**src/rtl/exe_stage_alu_if.sv**
```systemverilog
// EXE-stage bus: ID/EXE operands and control in, EXE/MEM register and NZCV out.
interface exe_stage_alu_if #(
    parameter int WIDTH = 32
);
    logic             freeze;
    logic             flush;
    logic             valid_in;
    logic [3:0]       exe_cmd;
    logic             s_in;
    logic             wb_en_in;
    logic             mem_r_en_in;
    logic             mem_w_en_in;
    logic [3:0]       dest_in;
    logic [WIDTH-1:0] val_rn;
    logic [WIDTH-1:0] val2;
    logic [WIDTH-1:0] val_rm;

    logic [WIDTH-1:0] alu_res_q;
    logic [WIDTH-1:0] store_data_q;
    logic [3:0]       dest_q;
    logic             wb_en_q;
    logic             mem_r_en_q;
    logic             mem_w_en_q;
    logic             valid_q;
    logic [3:0]       status_q;

    modport master (
        output freeze, flush, valid_in, exe_cmd, s_in, wb_en_in, mem_r_en_in,
               mem_w_en_in, dest_in, val_rn, val2, val_rm,
        input  alu_res_q, store_data_q, dest_q, wb_en_q, mem_r_en_q,
               mem_w_en_q, valid_q, status_q
    );

    modport slave (
        input  freeze, flush, valid_in, exe_cmd, s_in, wb_en_in, mem_r_en_in,
               mem_w_en_in, dest_in, val_rn, val2, val_rm,
        output alu_res_q, store_data_q, dest_q, wb_en_q, mem_r_en_q,
               mem_w_en_q, valid_q, status_q
    );
endinterface

```
**src/rtl/exe_stage_alu.sv**
```systemverilog
// ARM data-processing ALU with NZCV status register and EXE/MEM pipeline register.
module exe_stage_alu #(
    parameter int WIDTH = 32
) (
    input  logic                 clk,
    input  logic                 rst,
    exe_stage_alu_if.slave       bus
);
    typedef enum logic [3:0] {
        OP_MOV = 4'b0001,
        OP_ADD = 4'b0010,
        OP_ADC = 4'b0011,
        OP_SUB = 4'b0100,
        OP_SBC = 4'b0101,
        OP_AND = 4'b0110,
        OP_ORR = 4'b0111,
        OP_EOR = 4'b1000,
        OP_MVN = 4'b1001
    } alu_op_e;

    localparam int MSB = WIDTH - 1;

    logic [WIDTH-1:0] r_alu_res;
    logic [WIDTH-1:0] r_store_data;
    logic [3:0]       r_dest;
    logic             r_wb_en;
    logic             r_mem_r_en;
    logic             r_mem_w_en;
    logic             r_valid;
    logic [3:0]       r_status;

    alu_op_e          w_op;
    logic [WIDTH-1:0] w_op_b;
    logic             w_cin;
    logic             w_arith;
    logic [WIDTH:0]   w_sum;
    logic [WIDTH-1:0] w_res;
    logic             w_n;
    logic             w_z;
    logic             w_c;
    logic             w_v;

    assign w_op = alu_op_e'(bus.exe_cmd);

    // Subtraction is rn + ~val2 + cin so C comes out as the ARM not-borrow.
    always_comb begin
        w_op_b  = bus.val2;
        w_cin   = 1'b0;
        w_arith = 1'b0;
        case (w_op)
            OP_ADD: w_arith = 1'b1;
            OP_ADC: begin
                w_arith = 1'b1;
                w_cin   = r_status[1];
            end
            OP_SUB: begin
                w_arith = 1'b1;
                w_op_b  = ~bus.val2;
                w_cin   = 1'b1;
            end
            OP_SBC: begin
                w_arith = 1'b1;
                w_op_b  = ~bus.val2;
                w_cin   = r_status[1];
            end
            default: w_arith = 1'b0;
        endcase
    end

    assign w_sum = {1'b0, bus.val_rn} + {1'b0, w_op_b} + {{WIDTH{1'b0}}, w_cin};

    always_comb begin
        w_res = '0;
        case (w_op)
            OP_MOV:                         w_res = bus.val2;
            OP_MVN:                         w_res = ~bus.val2;
            OP_ADD, OP_ADC, OP_SUB, OP_SBC: w_res = w_sum[WIDTH-1:0];
            OP_AND:                         w_res = bus.val_rn & bus.val2;
            OP_ORR:                         w_res = bus.val_rn | bus.val2;
            OP_EOR:                         w_res = bus.val_rn ^ bus.val2;
            default:                        w_res = '0;
        endcase
    end

    assign w_n = w_res[MSB];
    assign w_z = (w_res == '0);
    assign w_c = w_arith ? w_sum[WIDTH] : r_status[1];
    // Using the effective operand b makes one overflow formula cover add and sub.
    assign w_v = w_arith ? ((bus.val_rn[MSB] == w_op_b[MSB]) && (w_res[MSB] != bus.val_rn[MSB]))
                         : r_status[0];

    always_ff @(posedge clk) begin
        if (!rst) begin
            r_alu_res    <= '0;
            r_store_data <= '0;
            r_dest       <= '0;
            r_wb_en      <= 1'b0;
            r_mem_r_en   <= 1'b0;
            r_mem_w_en   <= 1'b0;
            r_valid      <= 1'b0;
            r_status     <= '0;
        end else if (bus.flush) begin
            r_wb_en      <= 1'b0;
            r_mem_r_en   <= 1'b0;
            r_mem_w_en   <= 1'b0;
            r_valid      <= 1'b0;
        end else if (!bus.freeze) begin
            r_alu_res    <= w_res;
            r_store_data <= bus.val_rm;
            r_dest       <= bus.dest_in;
            r_valid      <= bus.valid_in;
            r_wb_en      <= bus.valid_in & bus.wb_en_in;
            r_mem_r_en   <= bus.valid_in & bus.mem_r_en_in;
            r_mem_w_en   <= bus.valid_in & bus.mem_w_en_in;
            if (bus.valid_in && bus.s_in) begin
                r_status <= {w_n, w_z, w_c, w_v};
            end
        end
    end

    assign bus.alu_res_q    = r_alu_res;
    assign bus.store_data_q = r_store_data;
    assign bus.dest_q       = r_dest;
    assign bus.wb_en_q      = r_wb_en;
    assign bus.mem_r_en_q   = r_mem_r_en;
    assign bus.mem_w_en_q   = r_mem_w_en;
    assign bus.valid_q      = r_valid;
    assign bus.status_q     = r_status;
endmodule

```
**src/flat_wrapper.sv**
```systemverilog
// flat-port wrapper written by rule: the top's interface ports become plain ports
module exe_stage_alu_flat 
#(
    parameter int WIDTH = 32
)
  (clk, rst, bus_freeze, bus_flush, bus_valid_in, bus_exe_cmd, bus_s_in, bus_wb_en_in, bus_mem_r_en_in, bus_mem_w_en_in, bus_dest_in, bus_val_rn, bus_val2, bus_val_rm, bus_alu_res_q, bus_store_data_q, bus_dest_q, bus_wb_en_q, bus_mem_r_en_q, bus_mem_w_en_q, bus_valid_q, bus_status_q);
  exe_stage_alu_if #(.WIDTH(WIDTH)) bus_i ();
  input  logic clk;
  input  logic rst;
  input wire logic [$bits(bus_i.freeze)-1:0] bus_freeze;
  input wire logic [$bits(bus_i.flush)-1:0] bus_flush;
  input wire logic [$bits(bus_i.valid_in)-1:0] bus_valid_in;
  input wire logic [$bits(bus_i.exe_cmd)-1:0] bus_exe_cmd;
  input wire logic [$bits(bus_i.s_in)-1:0] bus_s_in;
  input wire logic [$bits(bus_i.wb_en_in)-1:0] bus_wb_en_in;
  input wire logic [$bits(bus_i.mem_r_en_in)-1:0] bus_mem_r_en_in;
  input wire logic [$bits(bus_i.mem_w_en_in)-1:0] bus_mem_w_en_in;
  input wire logic [$bits(bus_i.dest_in)-1:0] bus_dest_in;
  input wire logic [$bits(bus_i.val_rn)-1:0] bus_val_rn;
  input wire logic [$bits(bus_i.val2)-1:0] bus_val2;
  input wire logic [$bits(bus_i.val_rm)-1:0] bus_val_rm;
  output wire logic [$bits(bus_i.alu_res_q)-1:0] bus_alu_res_q;
  output wire logic [$bits(bus_i.store_data_q)-1:0] bus_store_data_q;
  output wire logic [$bits(bus_i.dest_q)-1:0] bus_dest_q;
  output wire logic [$bits(bus_i.wb_en_q)-1:0] bus_wb_en_q;
  output wire logic [$bits(bus_i.mem_r_en_q)-1:0] bus_mem_r_en_q;
  output wire logic [$bits(bus_i.mem_w_en_q)-1:0] bus_mem_w_en_q;
  output wire logic [$bits(bus_i.valid_q)-1:0] bus_valid_q;
  output wire logic [$bits(bus_i.status_q)-1:0] bus_status_q;
  assign bus_i.freeze = bus_freeze;
  assign bus_i.flush = bus_flush;
  assign bus_i.valid_in = bus_valid_in;
  assign bus_i.exe_cmd = bus_exe_cmd;
  assign bus_i.s_in = bus_s_in;
  assign bus_i.wb_en_in = bus_wb_en_in;
  assign bus_i.mem_r_en_in = bus_mem_r_en_in;
  assign bus_i.mem_w_en_in = bus_mem_w_en_in;
  assign bus_i.dest_in = bus_dest_in;
  assign bus_i.val_rn = bus_val_rn;
  assign bus_i.val2 = bus_val2;
  assign bus_i.val_rm = bus_val_rm;
  assign bus_alu_res_q = bus_i.alu_res_q;
  assign bus_store_data_q = bus_i.store_data_q;
  assign bus_dest_q = bus_i.dest_q;
  assign bus_wb_en_q = bus_i.wb_en_q;
  assign bus_mem_r_en_q = bus_i.mem_r_en_q;
  assign bus_mem_w_en_q = bus_i.mem_w_en_q;
  assign bus_valid_q = bus_i.valid_q;
  assign bus_status_q = bus_i.status_q;
  exe_stage_alu #(.WIDTH(WIDTH)) u_core (.clk(clk), .rst(rst), .bus(bus_i));
endmodule
```
**config.mk**
```make
export PLATFORM = sky130hd
export DESIGN_NAME = exe_stage_alu_flat
export DESIGN_NICKNAME = d
export VERILOG_FILES = /design/src/rtl/exe_stage_alu_if.sv /design/src/rtl/exe_stage_alu.sv /design/src/flat_wrapper.sv
export SDC_FILE = /design/constraint.sdc
export NUM_CORES = 1
export LEC_CHECK = 0
export CORE_MARGIN = 1.5
export CORE_UTILIZATION = 51
export CTS_CLUSTER_SIZE = 10
export DETAILED_ROUTE_END_ITERATION = 8
export PLACE_DENSITY_LB_ADDON = 0.08
export RECOVER_POWER = 25
export SYNTH_ARGS = -nofsm -noshare
export SYNTH_HDL_FRONTEND = slang
export SYNTH_SLANG_ARGS = --single-unit
```
**constraint.sdc**
```tcl
create_clock -name clk -period 5.4 [get_ports clk]
set_input_delay 0.81 -clock clk [delete_from_list [all_inputs] [get_ports clk]]
set_output_delay 0.81 -clock clk [all_outputs]
set_load 0.01 [all_outputs]
```
Yosys cells after proc, flatten, opt, wreduce, memory -nomap -nowiden
Cells that the tools add are included.
{ "word_totals": {"ff_bits": 76, "inputBits": 113, "output_inout_bits": 76, "wordCells": 46} }
{ "op_classes": {"n_addsub": 2, "eq_ne": 11, "mux": 4, "bitwise_logic": 10, "reduce_logical": 10} }
{ "op_table": {"columns": ["op", "n"], "rows": [
  ["$pmux W32 S6", 1],
  ["$add A32 B32 Y33", 1],
  ["$add A33 B1 Y33", 1],
  ["$and A32 B32 Y32", 1],
  ["$logic_not A32 Y1", 1],
  ["$mux W32", 1],
  ["$not A32 Y32", 1],
  ["$or A32 B32 Y32", 1],
  ["$xor A32 B32 Y32", 1],
  ["$eq A4 B3 Y1 const B", 4],
  ["$eq A4 B2 Y1 const B", 2],
  ["$eq A4 B4 Y1 const B", 2],
  ["$reduce_or A2 Y1", 3],
  ["$eq A4 B1 Y1 const B", 1],
  ["$reduce_and A4 Y1", 1],
  ["$reduce_or A4 Y1", 1],
  ["$and A1 B1 Y1", 3],
  ["$not A1 Y1", 3],
  ["$reduce_and A3 Y1", 1],
  ["$logic_and A1 B1 Y1", 2],
  ["$pmux W1 S2", 1],
  ["$reduce_and A2 Y1", 1],
  ["$eq A1 B1 Y1", 1],
  ["$mux W1", 1],
  ["$ne A1 B1 Y1", 1]
]} }

Longest topological paths before layout
{ "logic_depth": {"depth_word": 8, "mapped_depth": 21, "mapped_depth_nobuf": 17} }

Worst setup path before layout
Ideal clock, no wire load.
{ "synth_timing": {"kind": "input-to-reg", "from": "input bus_exe_cmd[3]", "to": "register u_core.r_status[2] (netlist: u_core.bus.status_q[2])", "setup_time_ns": 0.060, "arrival_time_ns": 4.985, "required_time_ns": 5.340, "setup_slack_ns": 0.355, "path_stages": 21, "path_buffers": 6, "path_cell_list": "buf_2 > buf_2 > buf_1 > clkbuf_1 > nor3b_1 > clkbuf_1 > buf_2 > xnor2_1 > fa_1 > inv_1 > fa_1 > nand2b_1 > a211oi_1 > o21a_1 > o211a_1 > o211ai_1 > a41o_1 > a2111oi_2 > nand4_1 > nor4_1 > a32o_1"} }
{ "synth_via": {"elab_chain_len": 7, "elab_cells_between_ends": 18, "classes_between": "add/sub: 2; eq/ne: 9; mux: 3; reduce/logical: 4"} }
{ "synth_lines": {"columns": ["element", "line_no", "rtl"], "rows": [
  ["from (decl)", "flat_wrapper.sv:13", "input wire logic [$bits(bus_i.exe_cmd)-1:0] bus_exe_cmd;"],
  ["$eq A4 B3 Y1", "exe_stage_alu.sv:50, exe_stage_alu.sv:74", null],
  ["$reduce_or A2 Y1 (no source line)", null, null],
  ["$mux W32", null, null],
  ["$add A32 B32 Y33", "exe_stage_alu.sv:70", "assign w_sum = {1'b0, bus.val_rn} + {1'b0, w_op_b} + {{WIDTH{1'b0}}, w_cin};"],
  ["$add A33 B1 Y33", "exe_stage_alu.sv:70", null],
  ["$pmux W32 S6 *", "exe_stage_alu.sv:74", "case (w_op)"],
  ["$logic_not A32 Y1 *", "exe_stage_alu.sv:86", "assign w_z = (w_res == '0);"],
  ["to (signal assigned)", "exe_stage_alu.sv:116", "r_status <= {w_n, w_z, w_c, w_v};"],
  ["to (decl)", "exe_stage_alu.sv:30", "logic [3:0] r_status;"]
]} }
Mark *: on every way between the ends. The rest lies on a longest branch, timed or not.
A chain may end at the register's enable or synchronous reset.

Worst setup path in the final report
{ "layout_timing": {"from": "input bus_exe_cmd[1]", "to": "register u_core.r_status[2] (netlist: u_core.bus.status_q[2])"} }
The elaborated chain is that of the path after synthesis.

==> results.yml <==
synth:
  synth-async-reset-ratio_pct: 0
  syn_area_per_cell_sq_um: 7.63
  synthCells: 985
  mappedNetlistArea_sq_um: 7510
  synth-seq-area-share_pct: 20.2
  ys_warn_count: 0
  synth-edff-count: 0
  netlist-cell-type-count: 72
  postSynth.topFlopCell: "sky130_fd_sc_hd__dfxtp_1"
  syn_nets: 1195
  yosys_register_bits: 76
clock_tree:
  tritoncts: "done"
  cts.repair.resized: 0
  cts_htree_levels: 3
  cts_setup_buffers: 0
  clkSinkCount: 76
  cts_inserted_buffers: 9
  insertion_delay_ns: 0.35
  cts-hold-fix-buffers: 0
  cts_root_buf: "sky130_fd_sc_hd__clkbuf_16"
  max-clock-path-buffers: 2
  clk_pin_slew_ns: 0.07
final_layout:
  total_area_of_multi_input_combinational_cells_sq_um: 5410
  final_cell_mix: "sky130_fd_sc_hd__clkdlybuf4s50_1 (151), sky130_fd_sc_hd__nand2_1 (134), sky130_fd_sc_hd__ha_1 (95), sky130_fd_sc_hd__nor2_1 (81)"
  final_core_utilization_pct: 67.4
  fillers: 1306
  final_common_cell: "sky130_fd_sc_hd__clkdlybuf4s50_1"
  antenna_cells_inserted: 0
  final_nets: 1341
  drive_above_1_share_pct: 5.46
  syn2layout_area_growth_pct: 29.9
  seqCellArea_sq_um: 1520
floorplan:
  die_h_um: 124
  floorplan.die_area_sq_um: 15500
  io_pins: 189
  std_cell_rows: 44
  core_sq_um: 14500
  initial_utilization_pct: 51.9
  die_width_um: 124
drt:
  detail_route.drc_violations: 0
  via_count: 7844
  drt_pre_antenna_iters: 5
  drt_iter0_markers: 597
  vias_per_cell: 5.95
  postRouteWirelength_mm: 23.7
  routedWlPerCell_um: 17.9
  postRouteAntennaNets: 0
sta:
  fmaxAchievable_mhz: 212
  fin_max_slew_vios: 0
  setup_viol: 0
  grt_setup_unrepaired: "no"
  fin_ws_ns: 0.674
  worst_hold_slack_ns: 0.461
  max_slew.worst_pin.slew_ns: 1.05
  fin_worst_skew_ns: 0.0116
  max_slew_margin_pct: 29.7
  totalNegativeSetupSlack_ns: 0
  final.min_clock_period_ns: 4.73
  final_report_hold_violation_count: 0
  final.period_utilization_pct: 87.5
power_and_ir_drop:
  power_density_nw_per_um2: 209
  p_clk_share_pct: 30.4
  sw_frac_of_total_pct: 35.7
  power.leakage_nw: 4.31
  power.switching_uw: 727
  ir_worst_vdd_v: 0.000195
  pwr-share-seq_pct: 29.8
  p_int_mw: 1.31
  power_frac_comb_pct: 39.8
setup_path:
  cp_top_family: "compound AO/OA/AOI/OAI gates"
  path_depth: 18
  path_class: "primary input to flip-flop"
  cp_slowest_stage_delay_ns: 0.62
  path_max_fanout: 6
  critical_path_buf_inv_count: 2
  timing.reg2reg.worst_path_depth: 15
  worst_path_required_ns: 5.69
  reg2reg_to: "u_core.bus.status_q[2]"
  setup.worst_path.start_class: "primary input"
  crit_path_end_kind: "flip-flop"
  arrival_ns: 5.01
  reg2reg_setup_slack_ns: 1.74
  crit_slowest_cell: "sky130_fd_sc_hd__clkdlybuf4s50_1"
  reg2reg_from: "u_core.bus.status_q[1]"
  chain_of_cells_forming_the_critical_path: "clkdlybuf4s50_1 > xor2_1 > nor2b_2 > nand3_1 > o21ai_0 > fa_1 > inv_1 > fa_1 > nand2b_1 > a211oi_1 > o21a_1 > nor2_1 > o21ai_0 > xor2_1 > a2111oi_2 > nand4_1 > nor4_1 > a32o_1"
global_route:
  global_route.usage.total_pct: 30.2
  grt_max_degree: 73
  globalRouteOverflowTotal: 0
  wire_length_of_the_first_global_routing_pass_mm: 38.3
  antenna_violations_before_repair: 0
  vias_in_the_first_global_route: 7413
place:
  io_buffer_count: 188
  dp_slack_ns: 0.332
  place.gp.congestion: 0.925
  dpl_hpwl_mm: 17.2
run:
  maxCapViolations: 0
run_status:
  status: "complete, no violations"
hold_path:
  worst_min_path_class: "flip-flop to flip-flop"
  worst_hold_endpoint: "u_core.bus.store_data_q[23]"
  number_of_cells_on_the_worst_hold_path: 2
  min-delay-start: "u_core.bus.store_data_q[23]"
==> sequential cells by signal, summed over array words and instances, names as in the netlist <==
register,cells
u_core.bus.alu_res_q,32
u_core.bus.store_data_q,32
u_core.bus.dest_q,4
u_core.bus.status_q,4
u_core.bus.mem_r_en_q,1
u_core.bus.mem_w_en_q,1
u_core.bus.valid_q,1
u_core.bus.wb_en_q,1
==> tightest hold or removal path: cells and delay by family, from the launching register on <==
family          cells  cell delay, ns
flops               1            0.31
compound gates      1            0.06
simple gates        1            0.04
==> power groups by stage <==
stage / combinational, mW / sequential [mW] / clock [mW]
6_report: 0.811 / 0.606 / 0.619
5_1_grt: 0.887 / 0.609 / 0.648
4_1_cts: 0.804 / 0.606 / 0.629
3_5_place_dp: 0.798 / 0.619 / 0
3_3_place_gp: 0.793 / 0.617 / 0
2_1_floorplan: 0.491 / 0.632 / 0
==> layout make-up <==
cell class	count	share of cell area [%]
flip-flops and latches	76	15.6
inverters	76	2.92
clock inverters	6	0.667
well taps	184	2.36
multi-input cells	762	55.5
clock buffers	9	2.31
repair buffers	206	20.7
==> cells by family after synthesis <==
family                   share of synthesized area (%)
AND/OR/NAND/NOR                                   18.7
AO/OA/AOI/OAI                                     29.8
buffers and inverters                             8.04
adder cells (fa/ha/maj)                           16.4
flip-flops                                        20.2
XOR/XNOR                                          6.74
multiplexers                                     0.133
==> metrics by stage <==
step | cell area (sq um) | power (mW) | cells
after global placement | 9470 | 1.41 | 1304
after global routing | 9760 | 2.14 | 1319
after detailed placement | 9470 | 1.42 | 1304
after floorplan | 7510 | 1.12 | 985
after CTS | 9760 | 2.04 | 1319
final | 9760 | 2.03 | 1319
==> synth_stat cells, types with 8 or more instances <==
library cell / instances / area share, %
sky130_fd_sc_hd__nand2_1: 134 / 6.7
sky130_fd_sc_hd__ha_1: 95 / 16
sky130_fd_sc_hd__nor2_1: 83 / 4.1
sky130_fd_sc_hd__dfxtp_1: 76 / 20
sky130_fd_sc_hd__inv_1: 76 / 3.8
sky130_fd_sc_hd__a21oi_1: 65 / 4.3
sky130_fd_sc_hd__xnor2_1: 42 / 4.9
sky130_fd_sc_hd__clkbuf_1: 39 / 1.9
sky130_fd_sc_hd__a21boi_0: 38 / 3.8
sky130_fd_sc_hd__o21ai_0: 34 / 2.3
sky130_fd_sc_hd__buf_2: 23 / 1.5
sky130_fd_sc_hd__o211a_1: 20 / 2.7
sky130_fd_sc_hd__a221o_1: 19 / 2.5
sky130_fd_sc_hd__o221ai_1: 19 / 2.2
sky130_fd_sc_hd__nand3_1: 18 / 1.2
sky130_fd_sc_hd__xor2_1: 14 / 1.6
sky130_fd_sc_hd__a22oi_1: 13 / 1.3
sky130_fd_sc_hd__nand4_1: 13 / 1.1
sky130_fd_sc_hd__a221oi_1: 12 / 1.4
sky130_fd_sc_hd__nor3b_1: 12 / 1.2
sky130_fd_sc_hd__a211oi_1: 11 / 1.1
sky130_fd_sc_hd__a21o_1: 10 / 1.0
sky130_fd_sc_hd__o22ai_1: 9 / 0.75
sky130_fd_sc_hd__o211ai_1: 8 / 0.80
==> per-layer routing <==
metal / GRT usage [%] / vias up / wire [um]
met4: 11.5 / 0 / 645
met3: 3.99 / 38 / 1460
met5: 0 / - / 0
li1: - / 3826 / -
met1: 41.3 / 3668 / 10800
met2: 48.5 / 312 / 10700
==> worst max-delay path by stage <==
| stage | startpoint | end | slack, ns |
|---|---|---|---|
| floorplan | bus_exe_cmd[3] | u_core.bus.status_q[2] | 0.36 |
| global placement | bus_exe_cmd[1] | u_core.bus.status_q[2] | 0.42 |
| detailed placement | bus_exe_cmd[1] | u_core.bus.status_q[2] | 0.33 |
| CTS | bus_exe_cmd[1] | u_core.bus.status_q[2] | 0.67 |
| global route | bus_exe_cmd[1] | u_core.bus.status_q[2] | 0.33 |
| finish | bus_exe_cmd[1] | u_core.bus.status_q[2] | 0.67 |
No activity file was read; power rests on OpenSTA's default activity.
